$ cat src/rtl/fpu_result_encode.sv
// Final IEEE-754 single result encoder: NaN/invalid/div-zero/inf substitution and flags.
// Ports: in_valid/in_ready beat in, class flags+operands+core result, out_valid/out_ready result, sticky flags.
module fpu_result_encode #(
  parameter logic [31:0] QNAN_DEF = 32'h7FC0_0000
) (
  input  logic        clk,
  input  logic        reset,
  input  logic        in_valid,
  output logic        in_ready,
  input  logic [1:0]  fpu_op,
  input  logic [31:0] opa,
  input  logic [31:0] opb,
  input  logic        opa_nan,
  input  logic        opb_nan,
  input  logic        opa_inf,
  input  logic        opb_inf,
  input  logic        opa_00,
  input  logic        opb_00,
  input  logic [31:0] core_res,
  input  logic        core_ovf,
  input  logic        core_unf,
  input  logic        core_inx,
  output logic        out_valid,
  input  logic        out_ready,
  output logic [31:0] out_res,
  output logic [4:0]  out_flags,
  input  logic        flag_clr,
  output logic [4:0]  sticky_flags
);

  typedef enum logic [2:0] {
    C_NRM = 3'd0,
    C_NAN = 3'd1,
    C_INV = 3'd2,
    C_DZ  = 3'd3,
    C_INF = 3'd4
  } case_e;

  logic        en;
  logic        is_add, is_sub, is_mul, is_div;
  logic        both_inf, sgn_ne, inv, dz;
  case_e       case_d;

  logic        s1_valid_q;
  logic [1:0]  s1_op_q;
  case_e       s1_case_q;
  logic [31:0] s1_opa_q, s1_opb_q, s1_core_q;
  logic        s1_anan_q, s1_bnan_q, s1_ainf_q;
  logic        s1_ovf_q, s1_unf_q, s1_inx_q;

  logic        out_valid_q;
  logic [31:0] res_q, res_d;
  logic [4:0]  flags_q, flags_d;
  logic [4:0]  sticky_q, sticky_d;
  logic        sx, snan;

  assign en       = !out_valid_q | out_ready;
  assign in_ready = en;

  assign is_add   = (fpu_op == 2'b00);
  assign is_sub   = (fpu_op == 2'b01);
  assign is_mul   = (fpu_op == 2'b10);
  assign is_div   = (fpu_op == 2'b11);
  assign both_inf = opa_inf & opb_inf;
  assign sgn_ne   = opa[31] ^ opb[31];

  assign inv = (is_add & both_inf & sgn_ne)
             | (is_sub & both_inf & ~sgn_ne)
             | (is_mul & ((opa_inf & opb_00) | (opb_inf & opa_00)))
             | (is_div & ((opa_00 & opb_00) | both_inf));
  assign dz  = is_div & opb_00 & ~opa_inf & ~opa_00;

  // Priority order: NaN, invalid, div-by-zero, infinity, normal
  always_comb begin
    case_d = C_NRM;
    if (opa_nan | opb_nan)       case_d = C_NAN;
    else if (inv)                case_d = C_INV;
    else if (dz)                 case_d = C_DZ;
    else if (opa_inf | opb_inf)  case_d = C_INF;
  end

  always_ff @(posedge clk or negedge reset) begin
    if (!reset) begin
      s1_valid_q <= 1'b0;
      s1_op_q    <= 2'b00;
      s1_case_q  <= C_NRM;
      s1_opa_q   <= '0;
      s1_opb_q   <= '0;
      s1_core_q  <= '0;
      s1_anan_q  <= 1'b0;
      s1_bnan_q  <= 1'b0;
      s1_ainf_q  <= 1'b0;
      s1_ovf_q   <= 1'b0;
      s1_unf_q   <= 1'b0;
      s1_inx_q   <= 1'b0;
    end else if (en) begin
      s1_valid_q <= in_valid;
      s1_op_q    <= fpu_op;
      s1_case_q  <= case_d;
      s1_opa_q   <= opa;
      s1_opb_q   <= opb;
      s1_core_q  <= core_res;
      s1_anan_q  <= opa_nan;
      s1_bnan_q  <= opb_nan;
      s1_ainf_q  <= opa_inf;
      s1_ovf_q   <= core_ovf;
      s1_unf_q   <= core_unf;
      s1_inx_q   <= core_inx;
    end
  end

  assign sx   = s1_opa_q[31] ^ s1_opb_q[31];
  assign snan = (s1_anan_q & ~s1_opa_q[22])
              | (s1_bnan_q & ~s1_opb_q[22]);

  always_comb begin
    res_d   = s1_core_q;
    flags_d = {2'b00, s1_ovf_q, s1_unf_q,
               s1_inx_q | s1_ovf_q};
    unique case (s1_case_q)
      C_NAN: begin
        res_d     = s1_anan_q ? s1_opa_q : s1_opb_q;
        res_d[22] = 1'b1;
        flags_d   = {snan, 4'b0000};
      end
      C_INV: begin
        res_d   = QNAN_DEF;
        flags_d = 5'b10000;
      end
      C_DZ: begin
        res_d   = {sx, 8'hFF, 23'h0};
        flags_d = 5'b01000;
      end
      C_INF: begin
        flags_d = 5'b00000;
        if (!s1_op_q[1])
          // add/sub: pass the infinite operand, subtrahend negated
          res_d = s1_ainf_q ? s1_opa_q
                : {s1_opb_q[31] ^ s1_op_q[0], s1_opb_q[30:0]};
        else if (!s1_op_q[0] || s1_ainf_q)
          res_d = {sx, 8'hFF, 23'h0};
        else
          res_d = {sx, 31'h0};
      end
      default: ;
    endcase
  end

  assign sticky_d = (flag_clr ? 5'b0 : sticky_q)
                  | ((out_valid_q & out_ready) ? flags_q : 5'b0);

  always_ff @(posedge clk or negedge reset) begin
    if (!reset) begin
      out_valid_q <= 1'b0;
      res_q       <= '0;
      flags_q     <= '0;
      sticky_q    <= '0;
    end else begin
      sticky_q <= sticky_d;
      if (en) begin
        out_valid_q <= s1_valid_q;
        if (s1_valid_q) begin
          res_q   <= res_d;
          flags_q <= flags_d;
        end
      end
    end
  end

  assign out_valid    = out_valid_q;
  assign out_res      = res_q;
  assign out_flags    = flags_q;
  assign sticky_flags = sticky_q;

endmodule
$ cat config.mk
export PLATFORM = sky130hd
export DESIGN_NAME = fpu_result_encode
export DESIGN_NICKNAME = d
export VERILOG_FILES = /design/src/rtl/fpu_result_encode.sv
export SDC_FILE = /design/constraint.sdc
export NUM_CORES = 1
export LEC_CHECK = 0
export ABC_AREA = 1
export CORE_ASPECT_RATIO = 1.75
export CORE_UTILIZATION = 47
export CTS_BUF_LIST = sky130_fd_sc_hd__clkbuf_2
export CTS_CLUSTER_SIZE = 25
export DETAILED_ROUTE_END_ITERATION = 8
export PLACE_DENSITY = 0.74
export SLEW_MARGIN = 5
export SYNTH_ARGS = -nofsm -noshare
export SYNTH_HDL_FRONTEND = slang
export SYNTH_SLANG_ARGS = --single-unit
$ cat constraint.sdc
create_clock -name clk -period 1.3 [get_ports clk]
set_input_delay 0.13 -clock clk [delete_from_list [all_inputs] [get_ports clk]]
set_output_delay 0.13 -clock clk [all_outputs]
set_load 0.005 [all_outputs]
# Word-level counts from Yosys, hierarchy flattened
# Index checks and enable logic that the tools add are counted.
# word_totals
regBits	151
latchBits	0
ram_bits	0
mem_bits_ro	0
inputBits	112
elab_cells	75
n_memories	0
# classes
n_addsub	0
multipliers	0
div	0
order_cmp	0
n_eq_ne	7
n_shift	0
muxes	12
n_bitwise	35
n_reduce_logical	5
# op_table
op	n
case mux 32 bit (4 select lines)	1
2-to-1 mux 32 bit	3
2-to-1 mux 31 bit	1
case mux 5 bit (4 select lines)	1
AND 1 bit	16
2-to-1 mux 3 bit	4
2-to-1 mux 5 bit	2
bitwise OR 1 bit	10
== test 3 x 2 -> 1 bit (second input constant)	2
NOT 1 bit	5
bitwise OR 5 bit	1
== test 2 bit (second input constant)	2
== test 3 x 1 -> 1 bit (second input constant)	1
== test 3 bit (second input constant)	1
bitwise XOR 1 bit	3
== test 2 x 1 -> 1 bit (second input constant)	1
zero test 1 bit	2
zero test 2 bit	1
AND reduction 2 bit	1
logical OR 1 bit	1

# Longest topological paths before layout
# Gate-level depths: netlist (run 1).
# logic_depth
word_depth	8
depth_mapped	10
ltp_nobuf	9

# Worst setup path after synthesis (run 1)
# Ideal clock, no wire load.
# synth_path
path_kind	register to register
startpoint	register s1_case_q[1]
endpoint	register res_q[10] (netlist: out_res[10])
setup_time_ns	0.123
arrival_ns	1.197
required_ns	1.177
slack_ns	-0.020
stages_incl_launch_ff	9
path_buffers	2
path_cell_list	dfrtp_1 > buf_4 > nor2_2 > nand2_1 > nand2_2 > buf_4 > nor2_1 > o21ai_0 > nand2_1
# synth_via
elab_chain_len	2
elab_cells_between_ends	5
classes_between	eq/ne: 4; mux: 1
# synth_lines
item	line	text
start: declaration	46	case_e s1_case_q;
start signal: assignment	99	s1_case_q <= case_d;
== test 3 bit, or another cell as far along	120	unique case (s1_case_q)
case mux 32 bit (4 select lines) *	120	
end signal: assignment	163	res_q <= res_d;
end: declaration	52	logic [31:0] res_q, res_d;
# Mark *: on every way between the ends. The rest lies on a longest branch, timed or not.
# A chain may end at the register's enable or synchronous reset.

# Final worst setup path (run 1)
# layout_path
startpoint	register out_valid_q (netlist: out_valid)
endpoint	register res_q[10] (netlist: out_res[10])
# layout_via
elab_chain_len	3
# layout_lines
item	line	text
start: declaration	51	logic out_valid_q;
start signal: assignment	161	out_valid_q <= s1_valid_q;
zero test 1 bit	57	assign en = !out_valid_q | out_ready;
bitwise OR 1 bit	57	
AND reduction 2 bit (no line)	-	
# Every way passes these cells.

==> results.txt, run 1 <==
----------------------------------------------------
[Place]
  Detailed placement HPWL ... 14800 um
  Routability congestion estimate from global placement ... 0.855
  Number of port buffers ... 155
  Pre-CTS WS ... -0.187 ns

[Floorplanning]
  Starting utilization of the core area ... between 40% and 50%
  Placeable core region ... 15300 um2
  Floorplan row count ... 60
  Die outline width ... 96.5 um
  Die ar. ... between 15000 and 20000 um2
  Number of ports placed on the die boundary ... 156
  Height of the chip ... 167 um

[Yosys]
  Number of enable flip-flop cells after synthesis ... 0
  Ys async rst share ... 100%
  Leading area contributor after synthesis ... dfrtp_1
  Biggest area contributors in the synthesized netlist ... dfrtp_1, nand2_1, o21ai_0
  Count of different cell masters after synthesis ... 25
  Instance count of the mapped netlist ... 1007
  Dominant register cell in the synthesized netlist ... dfrtp_1
  Post-Synthesis Cell Area ... 7340 um2
  Top post-synthesis cells by count ... nand2_1, dfrtp_1, o21ai_0
  Xor/xnor cell area share of the yosys netlist ... 0%
  Main combinational cell family by area after synthesis ... simple AND/OR/NAND/NOR gates
  Flops & latches, synth ... 151
  Register area share after synthesis ... 51.5%
  Share of synthesized area spent on multiplexers ... 0%
  Synthesized Nets ... 1119
  Average cell area after synthesis ... 7.29 um2
  Simple-gate portion of the synthesized area ... 28.5%
  Complex-gate fraction of the synthesized area ... approximately 11%
  Fraction of synthesized cell area taken by the top area cell type ... about half
  Top-count cell post-synth ... nand2_1
  Total of warnings raised by yosys ... 0
  Area share of fa/ha/maj cells after synthesis ... 0%

[Hold path]
  Tightest Hold Check Type ... input port to flop
  End of the worst hold path ... sticky_flags[3]
  Hold depth ... 2
  Hold path startpoint ... flag_clr

[Clock network]
  CTS Buf Count ... 17
  CTS clock-pin slew for the worst setup and hold paths ... 0.25 ns
  Clock buffer depth ... 2
  Skew-Pair Late Insertion Delay ... 0.72 ns
  Clk sinks ... 151
  H-tree depth ... 4
  Clock root buffer master ... clkbuf_2
  TritonCTS clock tree ... yes

[Timing]
  Largest clock skew in the final design ... 0.0457 ns
  # setup viols final ... ~180
  Setup_tns ... -26.08 ns
  Final clock period utilization by the worst path ... 128%
  Worst rel slew slack ... 69.7%
  Final number of max-transition violations ... 0
  Minimum period implied by the final worst setup slack ... 1.66 ns
  F_max ... about 600 MHz
  Final hold violation count ... 0
  Worst slew pin tran ... 0.455 ns
  WHS ... 0.0575 ns
  Final worst slack ... -0.360 ns
  Unrepaired setup endpoints after global routing ... true

[Finish]
  Layout Area Growth over Synthesis ... 54.3%
  Share of final-layout standard cells stronger than drive strength 1 ... 15.6%
  Final net count ... 1452

[Routing]
  Vias post-DR ... 7740
  Average via count per standard cell ... 5.03
  Final wirelength ... between 20000 and 25000 um
  Number of antenna-violating nets in the routed design ... 0
  DRC errors left ... 0
  Total iterations of the first detailed-routing run ... 6
  Number of violations reported at the end of detailed-routing iteration 0 ... roughly 360
  Post-detailed-route wirelength per cell ... 15.4 um

[Worst setup path]
  Crit path kind ... flop to flop
  Required arrival time at the worst endpoint ... 1.94 ns
  Cell depth of the worst flop-to-flop path ... 10
  CP Capture Type ... flop
  Kind of launch point of the worst setup path ... flop
  Endpoint of the lowest-slack register-to-register path ... out_res[10]
  CP Data Arrival Time ... 2.31 ns
  FF-to-FF setup slack ... -0.36 ns
  R2R Path Start ... out_valid
  Largest fanout on the critical path ... 8

[Power]
  Net load switching power ... 4920 uW
  Share of power burned in combinational logic ... 37.5%
  Int Pwr ... slightly below 9000 uW
  Total Power Consumption ... 13800 uW
  Switching share of power ... 35.7%
  Clock power frac ... 18.7%
  Areal power density over the cells ... 1220 nW/um2
  Highest ir drop seen on vdd ... around 0.00074 V
  Sequential share of power ... a little over two fifths
  Leakage power ... 0.00594 uW

[Global route]
  Vias in the first global route ... 7678
  Wire length of the first global-routing pass ... roughly 36000 um
  Residual overflow from global routing ... 0
  Global-route usage over all layers ... between 20% and 30%
  Largest net degree at the start of global routing ... 43
  Initial antenna violation count ... 1

[Run status]
  Failing checks ... setup timing
  Status ... finished with violations

[Flow run]
  Count of max-cap constraint violations ... 0

----------------------------------------------------
## logic make-up after synthesis
kind of cell           after synthesis
AND/OR/NAND/NOR                    541
AO/OA/AOI/OAI                      163
buffers and inverters              152
flip-flops                         151
## power groups by stage
stage,logic (uW),registers (uW),clock network (uW)
after floorplan,1950,6040,0
after global placement,4160,6100,0
after detailed placement,4240,6120,0
after CTS,4820,6000,2640
after global routing,5670,6130,2850
final,5180,6040,2580
## critical path, cell delays in order, from the launching register on
cell	delay, ns
dfrtp_1	0.45
buf_6	0.12
inv_2	0.05
nor2_4	0.04
buf_4	0.15
nor2_4	0.19
buf_6	0.15
inv_8	0.05
bufbuf_16	0.27
nand2_1	0.05
nand2_1	0.05
## flip-flops by register name (all words and copies together), names as in the netlist
register / count
s1_case_q: 3
s1_bnan_q: 1
s1_unf_q: 1
s1_opb_q: 32
out_valid: 1
s1_anan_q: 1
s1_opa_q: 32
sticky_flags: 5
s1_ainf_q: 1
s1_ovf_q: 1
out_res: 32
s1_valid_q: 1
s1_inx_q: 1
s1_op_q: 2
out_flags: 5
s1_core_q: 32
## cell type report
cell class,count,area [um2]
Fill cell,1156,3980
Multi-Input combinational cell,704,3010
Clock buffer,17,85.1
Inverter,101,389
Tap cell,186,233
Antenna cell,1,2.50
Sequential cell,151,3780
Clock inverter,15,141
Timing Repair Buffer,365,3690
## layout by cell type, fill, tap and decap left out, types with 4 or more instances in the layout
master           count
inv_6                5
nand3_1             16
inv_1               97
nor2_4               5
buf_2               41
clkinvlp_4           4
dlygate4sd3_1      102
buf_6               14
buf_16               4
clkdlybuf4s50_1    110
nor2_1              50
nand2_1            454
o21ai_1             44
clkbuf_2            17
dfrtp_1            149
buf_4               66
o22ai_1              4
o21ai_0            108
buf_12              22
nand2_2              7
## metrics by stage
stage / util, % / std cells / area (um2)
3_5_place_dp: 62.1 / 1357 / 9520
5_1_grt: 74.0 / 1540 / 11300
6_report: 74.0 / 1540 / 11300
2_1_floorplan: - / 1007 / 7340
4_1_cts: 72.5 / 1524 / 11100
3_3_place_gp: 62.1 / 1357 / 9520
## how the worst max path moves through the flow
stage	endpoint	from	slack, ns
after global placement	in_ready	out_ready	-0.17
after detailed placement	s1_opb_q[22]	out_ready	-0.19
after floorplan	s1_opb_q[5]	out_valid	0.007
final	out_res[10]	out_valid	-0.36
after CTS	in_ready	out_valid	-0.41
after global routing	in_ready	out_valid	-0.48
## layer usage
| metal | vias to the layer above | GRT usage [%] | routed length [um] |
|---|---|---|---|
| met5 | - | 0 | 0 |
| met2 | 261 | 53.5 | 13000 |
| met1 | 3631 | 30.2 | 8280 |
| met4 | 0 | 20.6 | 1650 |
| li1 | 3760 | - | - |
| met3 | 88 | 4.18 | 842 |
## timing repair
action,in CTS,in global routing
hold buffers,101,2
endpoints found under the setup margin,80,190
buffers inserted,26,14
pin swaps,3,3
gates resized for setup,229,27
cloned,8,2
hold endpoints to repair,249,2
No activity file was read; power rests on OpenSTA's default activity.
==> inputs of run 2 (changes only) <==
CAP_MARGIN = 20   (was not set)
CORE_MARGIN = 10   (was not set)
==> results.txt, run 2 (synthesis results as in run 1) <==
----------------------------------------------------
[Power]
  Areal power density over the cells ... 1210 nW/um2
  Highest ir drop seen on vdd ... between 0.0007 and 0.0008 V
  Int Pwr ... about 9200 uW
  Switching share of power ... 36.8%
  Share of power burned in combinational logic ... 39.1%
  Leakage power ... 0.00618 uW
  Sequential share of power ... 41.6%
  Net load switching power ... 5340 uW
  Clock power frac ... between 15 and 20%

[Finish]
  Area of the multi-input gates ... roughly 3600 um2
  Layout fillers ... 981
  Share of the core filled with cells ... just under 80%
  Final net count ... 1456
  Layout Area Growth over Synthesis ... 63.3%
  Share of final-layout standard cells stronger than drive strength 1 ... 24.0%
  Most common cell after layout, fill and taps aside ... nand2_1
  Final instance area ... 12000 um2
  Commonest cells after routing, fill and taps aside ... nand2_1, dfrtp_1, clkdlybuf4s50_1
  Sequential standard cell area ... 3780 um2

[Floorplanning]
  Floorplan row count ... 60
  Starting utilization of the core area ... a little under half
  Height of the chip ... 185 um
  Die outline width ... 114 um
  Die ar. ... 21200 um2
  Number of ports placed on the die boundary ... 156
  Placeable core region ... 15400 um2

[Worst setup path]
  Largest delay contributor family on the critical path ... flip-flops
  CP Capture Type ... output port
  Crit path kind ... flop to output port
  Count of buffer and inverter cells on the critical path ... 3
  Maximum single-stage delay on the critical path ... 0.42 ns
  Cells along the critical path ... inv_2 > nor2_4 > inv_4 > buf_6
  Required arrival time at the worst endpoint ... 1.17 ns
  Slowest cell on the critical path ... dfrtp_1
  Largest fanout on the critical path ... 2
  Kind of launch point of the worst setup path ... flop
  CP Data Arrival Time ... roughly 1.4 ns

[Timing]
  Final worst slack ... -0.271 ns
  F_max ... 636 MHz
  Final hold violation count ... 0
  Unrepaired setup endpoints after global routing ... true
  Largest clock skew in the final design ... about 0.038 ns
  Minimum period implied by the final worst setup slack ... 1.57 ns
  Final number of max-transition violations ... 0
  # setup viols final ... between 100 and 150
  Final clock period utilization by the worst path ... 121%
  Worst slew pin tran ... between 0.4 and 0.5 ns
  Worst rel slew slack ... 69.6%

[Global route]
  Largest net degree at the start of global routing ... 51
  Residual overflow from global routing ... 0
  Initial antenna violation count ... 2
  Wire length of the first global-routing pass ... 39100 um
  Global-route usage over all layers ... 23.3%
  Vias in the first global route ... 7903

[Place]
  Dpl cell area ... 9580 um2
  Detailed placement HPWL ... 16600 um
  Number of port buffers ... 155
  Routability congestion estimate from global placement ... 0.845

[Clock network]
  Skew-Pair Late Insertion Delay ... ~0.7 ns
  CTS clock-pin slew for the worst setup and hold paths ... 0.23 ns
  CTS Buf Count ... 17
  Clock root buffer master ... clkbuf_2
  Clock buffer depth ... 2
  Clk sinks ... 151
  H-tree depth ... 4
  TritonCTS clock tree ... yes

[Routing]
  Final wirelength ... 26500 um
  Number of violations reported at the end of detailed-routing iteration 0 ... 524
  DRC errors left ... 0
  Average via count per standard cell ... 5.13
  Number of antenna-violating nets in the routed design ... 0
  Post-detailed-route wirelength per cell ... around 17 um
  Vias post-DR ... 7921
  Total iterations of the first detailed-routing run ... 8

[Run status]
  Failing checks ... setup timing
  Status ... finished with violations

[Flow run]
  Count of max-cap constraint violations ... 0

[Hold path]
  Tightest Hold Check Type ... input port to flop

----------------------------------------------------
[run 2: changes by cell type in the layout (fill, tap and decap cells not counted), sizes merged]
| cell | previous run | this run |
|---|---|---|
| buf | 148 | 154 |
| bufbuf | 3 | 0 |
| clkbuf | 19 | 22 |
| dlygate4sd3 | 102 | 100 |
| bufinv | 1 | 2 |
| clkinv | 5 | 4 |
| diode | 1 | 2 |
[run 2: per-stage QoR]
step	total power [uW]	cells	TNS [ns]	setup WS, ns	hold slack (ns)
after floorplan	7990	1007	0	0.00691	-0.166
after global placement	10400	1364	-14.17	-0.192	0.0447
after detailed placement	10500	1364	-15.66	-0.189	0.0449
after CTS	13700	1520	-13.58	-0.331	0.00116
after global routing	15300	1545	-24.58	-0.385	-0.0243
final	14500	1545	-13.57	-0.271	0.0184
[run 2: cell type report]
type	instances	share of cell area, %
repair buffers	369	31.4
well taps	186	1.94
flip-flops and latches	151	31.6
diodes	2	0.0417
inverters	101	3.20
clock buffers	17	0.710
clock inverters	15	1.41
multi-input cells	704	29.7
[run 2: what timing repair did]
item	CTS	global route
setup endpoints to repair	80	179
buffers inserted	21	21
cloned	3	7
resized for setup	302	168
endpoints found under the hold margin	248	1
hold buffers	100	1
pin swaps	44	81
[run 2: path summary, 6_finish.rpt]
kind / start / endpoint / slack [ns] / cells after the start
setup / recovery: out_valid / in_ready / -0.27 / 4
hold / removal: core_res[18] / s1_core_q[18] / 0.02 / 3
setup reg to reg: s1_case_q[1] / out_res[4] / -0.27 / 8
hold reg to reg: out_res[3] / out_res[3] / 0.51 / 2
max in group asynchronous: reset / out_res[31] / 0.47 / 4
min in group asynchronous: reset / out_res[7] / 0.47 / 4
[run 2: routing by layer]
layer | vias up | routed length (um) | track usage (%)
met5 | - | 0 | 0
met4 | 0 | 1820 | 15.3
met3 | 102 | 1240 | 4.21
met2 | 293 | 14600 | 41.9
met1 | 3750 | 8880 | 23.7
li1 | 3776 | - | -
[run 2: power groups by stage]
stage / registers (uW) / clock network, uW / logic, uW
6_report: 6040 / 2810 / 5670
5_1_grt: 6120 / 3050 / 6170
4_1_cts: 6000 / 2830 / 4860
3_5_place_dp: 6100 / 0 / 4360
3_3_place_gp: 6080 / 0 / 4290
2_1_floorplan: 6040 / 0 / 1950
[run 2: worst min-delay path: stages]
cell and delay (ns):
clkdlybuf4s50_1 0.40, nand2_1 0.11, o21ai_2 0.06
